===== config.mk =====
export PLATFORM = sky130hd
export DESIGN_NAME = sec_to_hms
export DESIGN_NICKNAME = d
export VERILOG_FILES = /design/src/rtl/sec_to_hms_pkg.sv /design/src/rtl/sec_to_hms_bcd2_inc.sv /design/src/rtl/sec_to_hms.sv
export SDC_FILE = /design/constraint.sdc
export NUM_CORES = 1
export LEC_CHECK = 0
export CAP_MARGIN = 10
export CORE_AREA = 3 3 97 99
export CTS_BUF_LIST = sky130_fd_sc_hd__clkbuf_16
export CTS_CLUSTER_DIAMETER = 150
export CTS_CLUSTER_SIZE = 8
export DETAILED_ROUTE_END_ITERATION = 8
export DIE_AREA = 0 0 100 102
export GPL_ROUTABILITY_DRIVEN = 0
export PLACE_DENSITY = 0.72
export SLEW_MARGIN = 10
export SYNTH_ARGS = -nofsm -noshare
export SYNTH_HDL_FRONTEND = slang
export SYNTH_SLANG_ARGS = --single-unit

===== constraint.sdc =====
create_clock -name clk -period 3.6 [get_ports clk]
set_input_delay 0.72 -clock clk [delete_from_list [all_inputs] [get_ports clk]]
set_output_delay 0.72 -clock clk [all_outputs]
set_load 0.005 [all_outputs]

===== src/rtl/sec_to_hms_pkg.sv =====
// Shared constants and state encoding for the seconds-of-day to BCD HH:MM:SS converter.
package sec_to_hms_pkg;

  localparam int SEC_PER_HOUR = 3600;
  localparam int SEC_PER_MIN  = 60;
  localparam int SEC_PER_DAY  = 86400;
  localparam int DIGIT_W      = 4;
  localparam int REM_W        = 17;

  typedef enum logic [2:0] {
    ST_IDLE = 3'd0,
    ST_HOUR = 3'd1,
    ST_MIN  = 3'd2,
    ST_SEC  = 3'd3,
    ST_DONE = 3'd4,
    ST_ERR  = 3'd5
  } state_t;

endpackage


===== src/rtl/sec_to_hms_bcd2_inc.sv =====
// Two-digit packed BCD counter with synchronous clear and increment enable.
module bcd2_inc
  import sec_to_hms_pkg::*;
(
  input  logic                   clk,
  input  logic                   rst,
  input  logic                   clr,
  input  logic                   inc,
  output logic [2*DIGIT_W-1:0]   value
);

  // Units roll 9 -> 0 and carry into tens; clear wins over increment.
  always_ff @(posedge clk) begin
    if (rst) begin
      value <= 8'h00;
    end else if (clr) begin
      value <= 8'h00;
    end else if (inc) begin
      if (value[3:0] == 4'd9) begin
        value <= {value[7:4] + 4'd1, 4'd0};
      end else begin
        value <= {value[7:4], value[3:0] + 4'd1};
      end
    end
  end

endmodule


===== src/rtl/sec_to_hms.sv =====
// Converts a seconds-of-day value into packed BCD hours/minutes/seconds by repeated subtraction.
module sec_to_hms #(
  parameter int IN_WIDTH    = 32,
  parameter int SEC_PER_DAY = sec_to_hms_pkg::SEC_PER_DAY
) (
  input  logic                clk,
  input  logic                rst,
  input  logic                start,
  input  logic [IN_WIDTH-1:0] sec_in,
  output logic                busy,
  output logic                done,
  output logic                err,
  output logic [7:0]          hh_bcd,
  output logic [7:0]          mm_bcd,
  output logic [7:0]          ss_bcd
);

  import sec_to_hms_pkg::*;

  state_t             state_r;
  logic [REM_W-1:0]   rem_r;
  logic [DIGIT_W-1:0] sec_tens_r;
  logic [7:0]         hour_s;
  logic [7:0]         min_s;
  logic               in_range_s;
  logic               accept_s;
  logic               hour_step_s;
  logic               min_step_s;

  // Range check uses the full-width input, before truncation to the remainder width.
  assign in_range_s  = (sec_in < IN_WIDTH'(SEC_PER_DAY));
  assign accept_s    = (state_r == ST_IDLE) && start;
  assign hour_step_s = (state_r == ST_HOUR) && (rem_r >= REM_W'(SEC_PER_HOUR));
  assign min_step_s  = (state_r == ST_MIN)  && (rem_r >= REM_W'(SEC_PER_MIN));

  bcd2_inc u_hour (
    .clk   (clk),
    .rst   (rst),
    .clr   (accept_s && in_range_s),
    .inc   (hour_step_s),
    .value (hour_s)
  );

  bcd2_inc u_min (
    .clk   (clk),
    .rst   (rst),
    .clr   (accept_s && in_range_s),
    .inc   (min_step_s),
    .value (min_s)
  );

  // Conversion FSM; results and done are registered on leaving SEC/ERR so they are live in the DONE cycle.
  always_ff @(posedge clk) begin
    if (rst) begin
      state_r    <= ST_IDLE;
      rem_r      <= 17'd0;
      sec_tens_r <= 4'd0;
      busy       <= 1'b0;
      done       <= 1'b0;
      err        <= 1'b0;
      hh_bcd     <= 8'h00;
      mm_bcd     <= 8'h00;
      ss_bcd     <= 8'h00;
    end else begin
      case (state_r)
        ST_IDLE: begin
          done <= 1'b0;
          if (start) begin
            busy <= 1'b1;
            if (in_range_s) begin
              rem_r      <= sec_in[REM_W-1:0];
              sec_tens_r <= 4'd0;
              state_r    <= ST_HOUR;
            end else begin
              state_r <= ST_ERR;
            end
          end
        end
        ST_HOUR: begin
          if (hour_step_s) begin
            rem_r <= rem_r - REM_W'(SEC_PER_HOUR);
          end else begin
            state_r <= ST_MIN;
          end
        end
        ST_MIN: begin
          if (min_step_s) begin
            rem_r <= rem_r - REM_W'(SEC_PER_MIN);
          end else begin
            state_r <= ST_SEC;
          end
        end
        ST_SEC: begin
          if (rem_r >= 17'd10) begin
            rem_r      <= rem_r - 17'd10;
            sec_tens_r <= sec_tens_r + 4'd1;
          end else begin
            hh_bcd  <= hour_s;
            mm_bcd  <= min_s;
            ss_bcd  <= {sec_tens_r, rem_r[3:0]};
            err     <= 1'b0;
            done    <= 1'b1;
            state_r <= ST_DONE;
          end
        end
        ST_ERR: begin
          err     <= 1'b1;
          done    <= 1'b1;
          state_r <= ST_DONE;
        end
        ST_DONE: begin
          done    <= 1'b0;
          busy    <= 1'b0;
          state_r <= ST_IDLE;
        end
        default: begin
          done    <= 1'b0;
          busy    <= 1'b0;
          state_r <= ST_IDLE;
        end
      endcase
    end
  end

endmodule

==> metrics.md, run 1 <==
| Metric | Value |
|---|---|
| Pin count of the biggest net entering global routing | 30 |
| Outcome | finished, final reports clean |
| Hold-fix buffers, CTS | 0 |
| Logic pwr share | 45.0% |
| Filler cell count | 765 |
| Clock sinks | 67 |
| Vias/cell | 6.186 |
| Yosys top cell area share | 32.10% |
| Final Max Tran Viols | 0 |
| Final Setup Violations | 0 |
| Synth Warn # | 0 |
| Largest area contributor in the synthesized netlist | dfxtp_1 |
| Max clock buf depth | 2 |
| Relative slew slack | 16.40% |
| Die ar. | 10200 µm² |
| Sequential-to-total area share from yosys stat | 32.10% |
| Post-route setup TNS | 0 ns |
| Worst min path class | reg2reg |
| Core Rows | 34 |
| Die X-Extent | 100 µm |
| Remaining DRCs | 0 |
| Critical Path Source Type | input port |
| Top FF cell, synth | dfxtp_1 |
| Mapped Nets | 589 |
| I/O pins | 62 |
| Sequential Power Share | 27.5% |
| VDD IR-drop max | 0.2706 mV |
| Initial drt markers | 281 |
| Wire length of the first global-routing pass | 19670 µm |
| Wire length per cell | 17.42 µm |
| FF/Latch Area | 1341 µm² |
| Slew @ Worst Pin | 1.251 ns |
| Arrival @ worst endpoint | 3.19 ns |
| Via count | 4299 |
| Worst path required time | 3.86 ns |
| GRT Util Overall | 24.00% |
| # H-tree levels | 3 |
| CTS root buffer | clkbuf_16 |
| Minimum clock period | 2.928 ns |
| Power per standard cell area | 699.3 nW/µm² |
| Vert. Die Dim | 102 µm |
| Async SR Flop Fraction | 0% |
| F_max | 0.3415 GHz |
| Endpoint type of the worst setup path | flip-flop |
| Ant diodes | 0 |
| First-pass DRT Iterations | 5 |
| Clock power frac | 27.5% |
| Mapped Cells | 542 |
| Layout cells sized above 1 | 8.007% |
| Worst-Skew Late Latency | 0.34 ns |
| Layout Nets | 629 |
| Critical path type | in2reg |
| Commonest cells after routing, fill and taps aside | nand2_1, dfxtp_1, clkdlybuf4s50_1 |
| Net Sw Power | 0.001521 W |
| Starting density of the core | 48.39% |
| CTS tree | done |
| Number of synthesized register bits | 67 |
| Hpwl dp | 8471 µm |
| Layout area overhead | 23.11% |
| Antenna Nets Post-Route | 0 |
| Clock buffer count from CTS | 9 |
| Initial antenna violation count | 0 |
| Unrepaired setup endpoints after global routing | false |
| Synth cell types | 73 |
| Setup Skew | 0.008824 ns |
| Vias in the first global route | 4062 |
| Slack of the critical path | 0.6717 ns |
| Core area | 8636 µm² |
| Switching Share | 42.27% |
| Multi-input logic area | 2590 µm² |
| Cell Area, Synth | 4179 µm² |
| Gates resized, CTS repair | 0 |
| Reg clk slew, reported paths | 0.06 ns |
| Post-Route WL | 12110 µm |
| Commonest non-fill, non-tap cell in the layout | nand2_1 |
| CP Max Fanout | 24 |
| Final period util | 81.34% |
| Synth area leaders | dfxtp_1, nand2_1, a21oi_1, ha_1, nor2_1 |
| Pint | 0.002077 W |
| Max cap viols | 0 |
| Postcts setup bufs | 0 |
| EDFF count, synth | 0 |
| Total power draw | 0.003598 W |
| Fin. Hold Viols | 0 |
| Setup WS pre-CTS | 0.4308 ns |
| Avg Inst Size Synth | 7.710 µm² |
| Port Buffers | 61 |
| Leakage | 1.811 nW |
| Grt total ovfl | 0 |
==> layer usage <==
metal | track usage, % | routed length, µm
met3 | 6.143 | 978
met1 | 30.68 | 5189
met5 | 0 | 0
met4 | 8.083 | 190
met2 | 39.71 | 5749
==> sequential cells by signal (all words and copies together), names as in the netlist, 3 cells and up <==
name	count
rem_r	17
hh_bcd	8
mm_bcd	8
ss_bcd	8
u_hour.value	8
u_min.value	8
sec_tens_r	4
state_r	3
==> synthesized netlist by cell type (all sizes together) (4+ instances only) <==
cell and instances:
xnor2 8, mux2i 6, nor4 9, nand2b 10, a21oi 55, nand2 78
dfxtp 67, and2 4, nor2b 8, or3 13, a2111oi 4, o2111ai 5
inv 14, nor3 14, o31ai 9, xor2 9, nand4 10, nor2 38
o21ai 28, o211ai 6, a211oi 13, nand3 19, ha 12, o22ai 6
clkbuf 30, a22oi 4, buf 14
==> power by group through the flow <==
stage | Combinational [W] | Clock [W] | Sequential (W)
after floorplan | 0.00129 | 0 | 0.000896
after global placement | 0.00155 | 0 | 0.000995
after detailed placement | 0.00157 | 0 | 0.000997
after CTS | 0.00158 | 0.00100 | 0.000984
after global routing | 0.00175 | 0.00104 | 0.00100
final | 0.00162 | 0.000990 | 0.000990
==> cell families (layout without fill, tap and decap cells) <==
kind of cell / Yosys count / in the layout / synth area share, %
and+or+nand+nor: 223 / 223 / 27.72
AOI/OAI and AO/OA: 158 / 158 / 25.30
DFF: 67 / 67 / 32.10
buffers and inverters: 58 / 103 / 5.928
xor gates and xnor gates: 17 / 17 / 3.563
adders and majority gates: 12 / 12 / 3.593
muxes: 7 / 7 / 1.796
==> worst paths after layout <==
check                         start                       to  slack (ns)  cells after the start
max                       sec_in[9]   rem_r[13]$_SDFFE_PP0P_        0.67                      8
min          mm_bcd[6]$_SDFFE_PP0P_   mm_bcd[6]$_SDFFE_PP0P_        0.45                      2
max reg2reg   rem_r[6]$_SDFFE_PP0P_  state_r[0]$_SDFFE_PP0P_        0.81                      6
min reg2reg  mm_bcd[6]$_SDFFE_PP0P_   mm_bcd[6]$_SDFFE_PP0P_        0.45                      2
==> worst max-delay path, cell delays in order <==
cell             delay, ns
clkdlybuf4s50_1       0.45
a2111oi_0             0.45
o211ai_1              0.29
o31ai_1               0.36
nand4_1               0.13
buf_4                 0.24
or3_1                 0.40
a21oi_1               0.14
==> cell type report <==
cell class | count | share of cell area [%]
inverter | 14 | 1.021
tap | 108 | 2.626
timing repair buffer | 73 | 13.52
clock inverter | 7 | 2.043
sequential | 67 | 26.07
multi-input combinational | 417 | 50.34
clock buffer | 9 | 4.377
==> metrics by stage <==
stage / cells / utilization, % / hold slack, ns / cell area (µm²)
finish: 695 / 59.58 / 0.4487 / 5145
global route: 695 / 59.58 / 0.4705 / 5145
floorplan: 542 / - / 0.4415 / 4179
global placement: 679 / 55.75 / 0.4397 / 4815
CTS: 695 / 59.58 / 0.4517 / 5145
detailed placement: 679 / 55.75 / 0.4447 / 4815
No activity file was read; power rests on OpenSTA's default activity.
==> inputs of run 2 (changes only) <==
--- a/config.mk
+++ b/config.mk
@@ -13,7 +13,7 @@
 export DETAILED_ROUTE_END_ITERATION = 8
 export DIE_AREA = 0 0 100 102
 export GPL_ROUTABILITY_DRIVEN = 0
-export PLACE_DENSITY = 0.72
+export PLACE_DENSITY = 0.75
 export SLEW_MARGIN = 10
 export SYNTH_ARGS = -nofsm -noshare
 export SYNTH_HDL_FRONTEND = slang
==> constraint.sdc (replaced) <==
create_clock -name clk -period 2.45 [get_ports clk]
set_input_delay 0.49 -clock clk [delete_from_list [all_inputs] [get_ports clk]]
set_output_delay 0.49 -clock clk [all_outputs]
set_load 0.005 [all_outputs]
==> metrics.md, run 2 (synthesized netlist as in run 1, its figures left out) <==
| Metric | Value |
|---|---|
| Fin. Hold Viols | 0 |
| Unrepaired setup endpoints after global routing | false |
| Worst R2R Start | rem_r[2]$_SDFFE_PP0P_ |
| Minimum clock period | 2.359 ns |
| Post-Route WL | 13350 µm |
| Layout cells sized above 1 | 16.74% |
| Antenna Nets Post-Route | 0 |
| Vias/cell | 6.171 |
| Min-Delay Endpoint | hh_bcd[7]$_SDFFE_PP0P_ |
| Initial antenna violation count | 0 |
| Ant diodes | 0 |
| Reg2reg path depth | 7 |
| Setup Skew | 0.005532 ns |
| Slew @ Worst Pin | 0.4988 ns |
| Starting density of the core | 48.39% |
| Layout area overhead | 34.22% |
| Switching Share | 41.71% |
| Grt total ovfl | 0 |
| Largest register FFs | 17 |
| Sequential Power Share | 24.3% |
| Pin count of the biggest net entering global routing | 26 |
| Vert. Die Dim | 102 µm |
| GRT Util Overall | 26.16% |
| Hpwl dp | 9589 µm |
| Commonest cells after routing, fill and taps aside | nand2_1, dfxtp_1, buf_4 |
| Power per standard cell area | 1027 nW/µm² |
| Port Buffers | 61 |
| Final Setup Violations | 0 |
| CTS root buffer | clkbuf_16 |
| Die X-Extent | 100 µm |
| Worst reg-to-reg setup slack | 0.09 ns |
| Commonest non-fill, non-tap cell in the layout | nand2_1 |
| First-pass DRT Iterations | 5 |
| Most flops, register | rem_r |
| CP max stage cell | dfxtp_1 |
| Clock buffer count from CTS | 9 |
| Relative slew slack | 65.89% |
| Die ar. | 10200 µm² |
| Final period util | 96.31% |
| F_max | 0.4238 GHz |
| Max clock buf depth | 2 |
| Worst R2R End | u_min.value[7]$_SDFFE_PP0P_ |
| Arrival @ worst endpoint | 2.63 ns |
| Worst-path cell chain | ha_1 -> inv_1 -> o311a_1 -> a211o_1 -> or3_1 -> or3_1 -> a21oi_1 |
| Worst min path class | reg2reg |
| Final Max Tran Viols | 0 |
| Net Sw Power | 0.002402 W |
| Critical path type | reg2reg |
| # H-tree levels | 3 |
| Outcome | finished, final reports clean |
| Worst hold margin | 0.4526 ns |
| Endpoint type of the worst setup path | flip-flop |
| VDD IR-drop max | 0.4407 mV |
| CTS tree | done |
| Most frequent CP cell | or3_1 |
| Core area | 8636 µm² |
| Worst path required time | 2.72 ns |
| Wire length of the first global-routing pass | 21330 µm |
| HP Start | hh_bcd[7]$_SDFFE_PP0P_ |
| Worst Path Buf+Inv | 1 |
| Vias in the first global route | 4522 |
| I/O pins | 62 |
| Pint | 0.003356 W |
| Critical Path Max Stage Delay | 0.43 ns |
| Remaining DRCs | 0 |
| Initial drt markers | 405 |
| Hold Path Stages | 2 |
| Wire length per cell | 17.87 µm |
| CP top delay family | compound AO/OA/AOI/OAI gates |
| Layout Nets | 681 |
| Via count | 4610 |
| Hold-fix buffers, CTS | 0 |
| Logic pwr share | 52.4% |
| Reg clk slew, reported paths | 0.06 ns |
| Clock power frac | 23.3% |
| CP Max Fanout | 5 |
| Worst-Skew Late Latency | 0.34 ns |
| Clock sinks | 67 |
| Max cap viols | 0 |
| Leakage | 2.111 nW |
| Critical Path Source Type | flip-flop |
| Core Rows | 34 |
| Fin util | 64.95% |
-- run 2: cell types whose count changed in the layout (fill, tap and decap cells not counted), sizes merged --
cell           delta
clkinv            +1
dlymetal6s2s      +4
buf              +52
clkinvlp          +1
clkdlybuf4s50     -4
inv               -1
bufinv            -1
-- run 2: power groups by stage --
stage | Clock, W | Sequential [W] | Combinational [W]
global placement | 0 | 0.00140 | 0.00279
floorplan | 0 | 0.00132 | 0.00189
CTS | 0.00135 | 0.00138 | 0.00288
finish | 0.00134 | 0.00140 | 0.00302
global route | 0.00140 | 0.00141 | 0.00324
detailed placement | 0 | 0.00140 | 0.00285
-- run 2: worst max path at each step --
stage,start,to,cells past startpoint
after floorplan,rem_r[1]$_SDFFE_PP0P_,u_min.value[7]$_SDFFE_PP0P_,10
after global placement,sec_in[8],rem_r[8]$_SDFFE_PP0P_,9
after detailed placement,sec_in[8],rem_r[3]$_SDFFE_PP0P_,8
after CTS,rem_r[4]$_SDFFE_PP0P_,rem_r[16]$_SDFFE_PP0P_,8
after global routing,rem_r[12]$_SDFFE_PP0P_,sec_tens_r[3]$_SDFFE_PP0P_,7
final,rem_r[2]$_SDFFE_PP0P_,u_min.value[7]$_SDFFE_PP0P_,7
-- run 2: repair_timing --
action                     CTS  global route
pin swaps                    2             5
setup endpoints to repair    5            21
buffers inserted             0             0
gates resized for setup      3            15
cloned                       0             0
-- run 2: metrics by stage --
stage,instances,cell area (µm²),TNS (ns),total power (W),setup WS (ns)
floorplan,542,4179,0,0.003205,0.03880
global placement,731,5243,-4.169,0.004187,-0.2955
detailed placement,731,5243,-7.014,0.004255,-0.3780
CTS,747,5560,0,0.005614,0.01728
global route,747,5609,0,0.006060,0.01274
finish,747,5609,0,0.005758,0.09051
-- run 2: final cells by class --
| class | instances | area, µm² |
|---|---|---|
| Fill cell | 724 | 3027 |
| Clock inverter | 7 | 85.08 |
| Timing Repair Buffer | 125 | 1137 |
| Sequential cell | 67 | 1345 |
| Tap cell | 108 | 135.1 |
| Inverter | 14 | 52.55 |
| Clock buffer | 9 | 225.2 |
| Multi-Input combinational cell | 417 | 2629 |
-- run 2: worst register-to-register path, cell delays in order, from the launching register on --
cell and delay (ns):
dfxtp_1 0.43, ha_1 0.18, inv_1 0.04, o311a_1 0.37, a211o_1 0.33, or3_1 0.42, or3_1 0.37, a21oi_1 0.16
-- run 2: per-layer routing --
| layer | share of wire [%] | track usage, % | wire length [µm] |
|---|---|---|---|
| met3 | 8.2 | 6.621 | 1100 |
| met2 | 47 | 44.23 | 6256 |
| met5 | 0 | 0 | 0 |
| met4 | 3.6 | 11.71 | 484 |
| met1 | 41 | 31.53 | 5507 |
==> inputs of run 3 (changes only) <==
--- a/config.mk
+++ b/config.mk
@@ -5,15 +5,16 @@
 export SDC_FILE = /design/constraint.sdc
 export NUM_CORES = 1
 export LEC_CHECK = 0
+export ABC_AREA = 1
 export CAP_MARGIN = 10
-export CORE_AREA = 3 3 97 99
+export CORE_AREA = 3 3 99 101
 export CTS_BUF_LIST = sky130_fd_sc_hd__clkbuf_16
 export CTS_CLUSTER_DIAMETER = 150
 export CTS_CLUSTER_SIZE = 8
 export DETAILED_ROUTE_END_ITERATION = 8
-export DIE_AREA = 0 0 100 102
+export DIE_AREA = 0 0 102 104
 export GPL_ROUTABILITY_DRIVEN = 0
-export PLACE_DENSITY = 0.75
+export PLACE_DENSITY = 0.74
 export SLEW_MARGIN = 10
 export SYNTH_ARGS = -nofsm -noshare
 export SYNTH_HDL_FRONTEND = slang
==> metrics.md, run 3 <==
| Metric | Value |
|---|---|
| Power per standard cell area | 1130 nW/µm² |
| Max clock buf depth | 2 |
| Reg clk slew, reported paths | 0.06 ns |
| Logic pwr share | 50.1% |
| Mapped Nets | 727 |
| Commonest cells after routing, fill and taps aside | nand2_1, nand3_1, nor2_1 |
| Most instantiated cells after synthesis | nand2_1, nand3_1, nor2_1 |
| EDFF count, synth | 0 |
| Most frequent CP cell | nand2_1 |
| F_max | 0.4466 GHz |
| Layout area overhead | 24.41% |
| CP Max Fanout | 12 |
| Most flops, register | rem_r |
| Top FF cell, synth | dfxtp_1 |
| Post-Layout Inst Area | 5426 µm² |
| Largest register FFs | 17 |
| Vias/cell | 5.498 |
| Max cap viols | 0 |
| Outcome | finished, final reports clean |
| Die X-Extent | 102 µm |
| First-pass DRT Iterations | 5 |
| Cell Area, Synth | 4362 µm² |
| Avg Inst Size Synth | 6.414 µm² |
| Wire length of the first global-routing pass | 20290 µm |
| Sequential-to-total area share from yosys stat | 30.75% |
| Commonest non-fill, non-tap cell in the layout | nand2_1 |
| Arrival @ worst endpoint | 2.51 ns |
| Initial antenna violation count | 0 |
| Layout Nets | 790 |
| Worst R2R End | rem_r[1]$_SDFFE_PP0P_ |
| Async SR Flop Fraction | 0% |
| Min-Delay Endpoint | ss_bcd[5]$_SDFFE_PP0P_ |
| Critical Path Source Type | input port |
| Post-route setup TNS | 0 ns |
| Post-Route WL | 12350 µm |
| Clock sinks | 67 |
| Synth cell types | 42 |
| CP max stage cell | clkdlybuf4s50_1 |
| Hpwl dp | 8932 µm |
| Most frequent cell after synthesis | nand2_1 |
| Layout cells sized above 1 | 10.17% |
| Post-DP Area | 5082 µm² |
| Clock buffer count from CTS | 9 |
| Critical Path Max Stage Delay | 0.42 ns |
| Relative slew slack | 66.57% |
| Wire length per cell | 14.39 µm |
| Largest area contributor in the synthesized netlist | dfxtp_1 |
| GRT Util Overall | 23.58% |
| Unrepaired setup endpoints after global routing | false |
| Worst-Skew Late Latency | 0.33 ns |
| Mapped Cells | 680 |
| Final Max Tran Viols | 0 |
| CTS root buffer | clkbuf_16 |
| Final period util | 91.39% |
| Vias in the first global route | 4360 |
| Worst reg-to-reg setup slack | 0.22 ns |
| Slew @ Worst Pin | 0.5007 ns |
| Fin util | 59.57% |
| Reg2reg path depth | 10 |
| HP Start | ss_bcd[5]$_SDFFE_PP0P_ |
| Core area | 9109 µm² |
| Minimum clock period | 2.239 ns |
| Number of synthesized register bits | 67 |
| Critical path type | in2reg |
| Port Buffers | 61 |
| Core Rows | 35 |
| Final Setup Violations | 0 |
| Net Sw Power | 0.002873 W |
| I/O pins | 62 |
| Die ar. | 10610 µm² |
| Clock power frac | 24.4% |
| Worst Path Buf+Inv | 2 |
| Vert. Die Dim | 104 µm |
| Switching Share | 46.84% |
| Pin count of the biggest net entering global routing | 51 |
| Initial drt markers | 309 |
| Worst R2R Start | rem_r[2]$_SDFFE_PP0P_ |
| Starting density of the core | 47.88% |
| # H-tree levels | 3 |
| Grt total ovfl | 0 |
| Pint | 0.003260 W |
| Sequential Power Share | 25.5% |
| Endpoint type of the worst setup path | flip-flop |
| CP top delay family | simple AND/OR/NAND/NOR gates |
| Remaining DRCs | 0 |
| Ant diodes | 0 |
| Antenna Nets Post-Route | 0 |
| Synth area leaders | dfxtp_1, nand2_1, nand3_1, nor2_1, inv_1 |
| Via count | 4717 |
| Worst min path class | reg2reg |
| Fin. Hold Viols | 0 |
| CTS tree | done |
| Leakage | 2.258 nW |
| VDD IR-drop max | 0.4818 mV |
| Worst-path cell chain | clkdlybuf4s50_1 -> nor2_1 -> nand3_1 -> nand2_1 -> nand2_1 -> nand2_1 -> nand2_1 -> o21bai_1 -> nand3_4 -> inv_2 -> nor2_1 -> nor2_1 |
| Yosys top cell area share | 30.75% |
| Synth Warn # | 0 |
| Setup Skew | 0.005445 ns |
| Worst path required time | 2.72 ns |
| Hold Path Stages | 2 |
## run 3: cell count changes in the layout (fill, tap and decap cells not counted), moves of 12 or more
cell      before  now
nand2_1       78  150
or3_1         12    0
a211oi_1      13    0
buf_4         60   11
o21ai_0       26   46
nand3_1       19   82
inv_1         14   75
nor2_1        38   78
## run 3: cell type report
type                       count  area, µm²
tap                          111      138.9
sequential                    67       1341
multi-input combinational    505       2582
inverter                      88      330.3
fill                         846       3682
timing repair buffer          72      693.2
clock buffer                   9      225.2
clock inverter                 6      115.1
## run 3: power groups by stage
stage | sequential [W] | combinational [W] | clock (W)
after floorplan | 0.00146 | 0.00241 | 0
after global placement | 0.00157 | 0.00290 | 0
after detailed placement | 0.00158 | 0.00298 | 0
after CTS | 0.00155 | 0.00301 | 0.00151
after global routing | 0.00158 | 0.00343 | 0.00156
final | 0.00156 | 0.00307 | 0.00150
## run 3: worst max-delay path by stage
stage                           from  slack (ns)  cells past startpoint               endpoint
4_1_cts        rem_r[2]$_SDFFE_PP0P_        0.11                     10  rem_r[1]$_SDFFE_PP0P_
3_3_place_gp              sec_in[11]        0.06                     12  rem_r[9]$_SDFFE_PP0P_
3_5_place_dp              sec_in[11]       -0.01                     12  rem_r[4]$_SDFFE_PP0P_
5_1_grt                   sec_in[11]        0.04                     12  rem_r[8]$_SDFFE_PP0P_
6_report                  sec_in[11]        0.21                     12  rem_r[4]$_SDFFE_PP0P_
2_1_floorplan  rem_r[2]$_SDFFE_PP0P_        0.63                     13  rem_r[3]$_SDFFE_PP0P_
## run 3: cells by family after synthesis
group / after synthesis / share of synthesized area [%]
buffers and inverters: 108 / 10.13
flip-flops: 67 / 30.75
adder cells (fa/ha/maj): 12 / 3.442
AO/OA/AOI/OAI: 118 / 14.52
AND/OR/NAND/NOR: 367 / 39.56
XOR/XNOR: 8 / 1.606
## run 3: metal layers
layer  share of wire [%]  track usage, %  up-vias  wire length [µm]
met1                  45           32.44     2147              5531
met5                   0               0        -                 0
met4                 1.9           7.498        0               240
met3                 7.8           4.561       21               958
met2                  45           36.91      202              5618
li1                    -               -     2347                 -
## run 3: metrics by stage
stage | instances | power [W] | setup WS [ns] | hold slack [ns]
2_1_floorplan | 680 | 0.003874 | 0.6306 | 0.4402
3_3_place_gp | 843 | 0.004463 | 0.06130 | 0.4351
3_5_place_dp | 843 | 0.004554 | -0.01053 | 0.4371
4_1_cts | 858 | 0.006073 | 0.1097 | 0.4453
5_1_grt | 858 | 0.006574 | 0.04474 | 0.4568
6_report | 858 | 0.006134 | 0.2108 | 0.4426
## run 3: worst min-delay path, cell delays in order, from the launching register on
cell and delay (ns):
dfxtp_1 0.30, inv_1 0.05, a21oi_1 0.05
## run 3: timing repair
| item | 4_1_cts | 5_1_grt |
|---|---|---|
| setup endpoints to repair | 0 | 2 |
| hold buffers | 0 | 0 |
| buffers inserted | 0 | 0 |
| resized for setup | 0 | 2 |
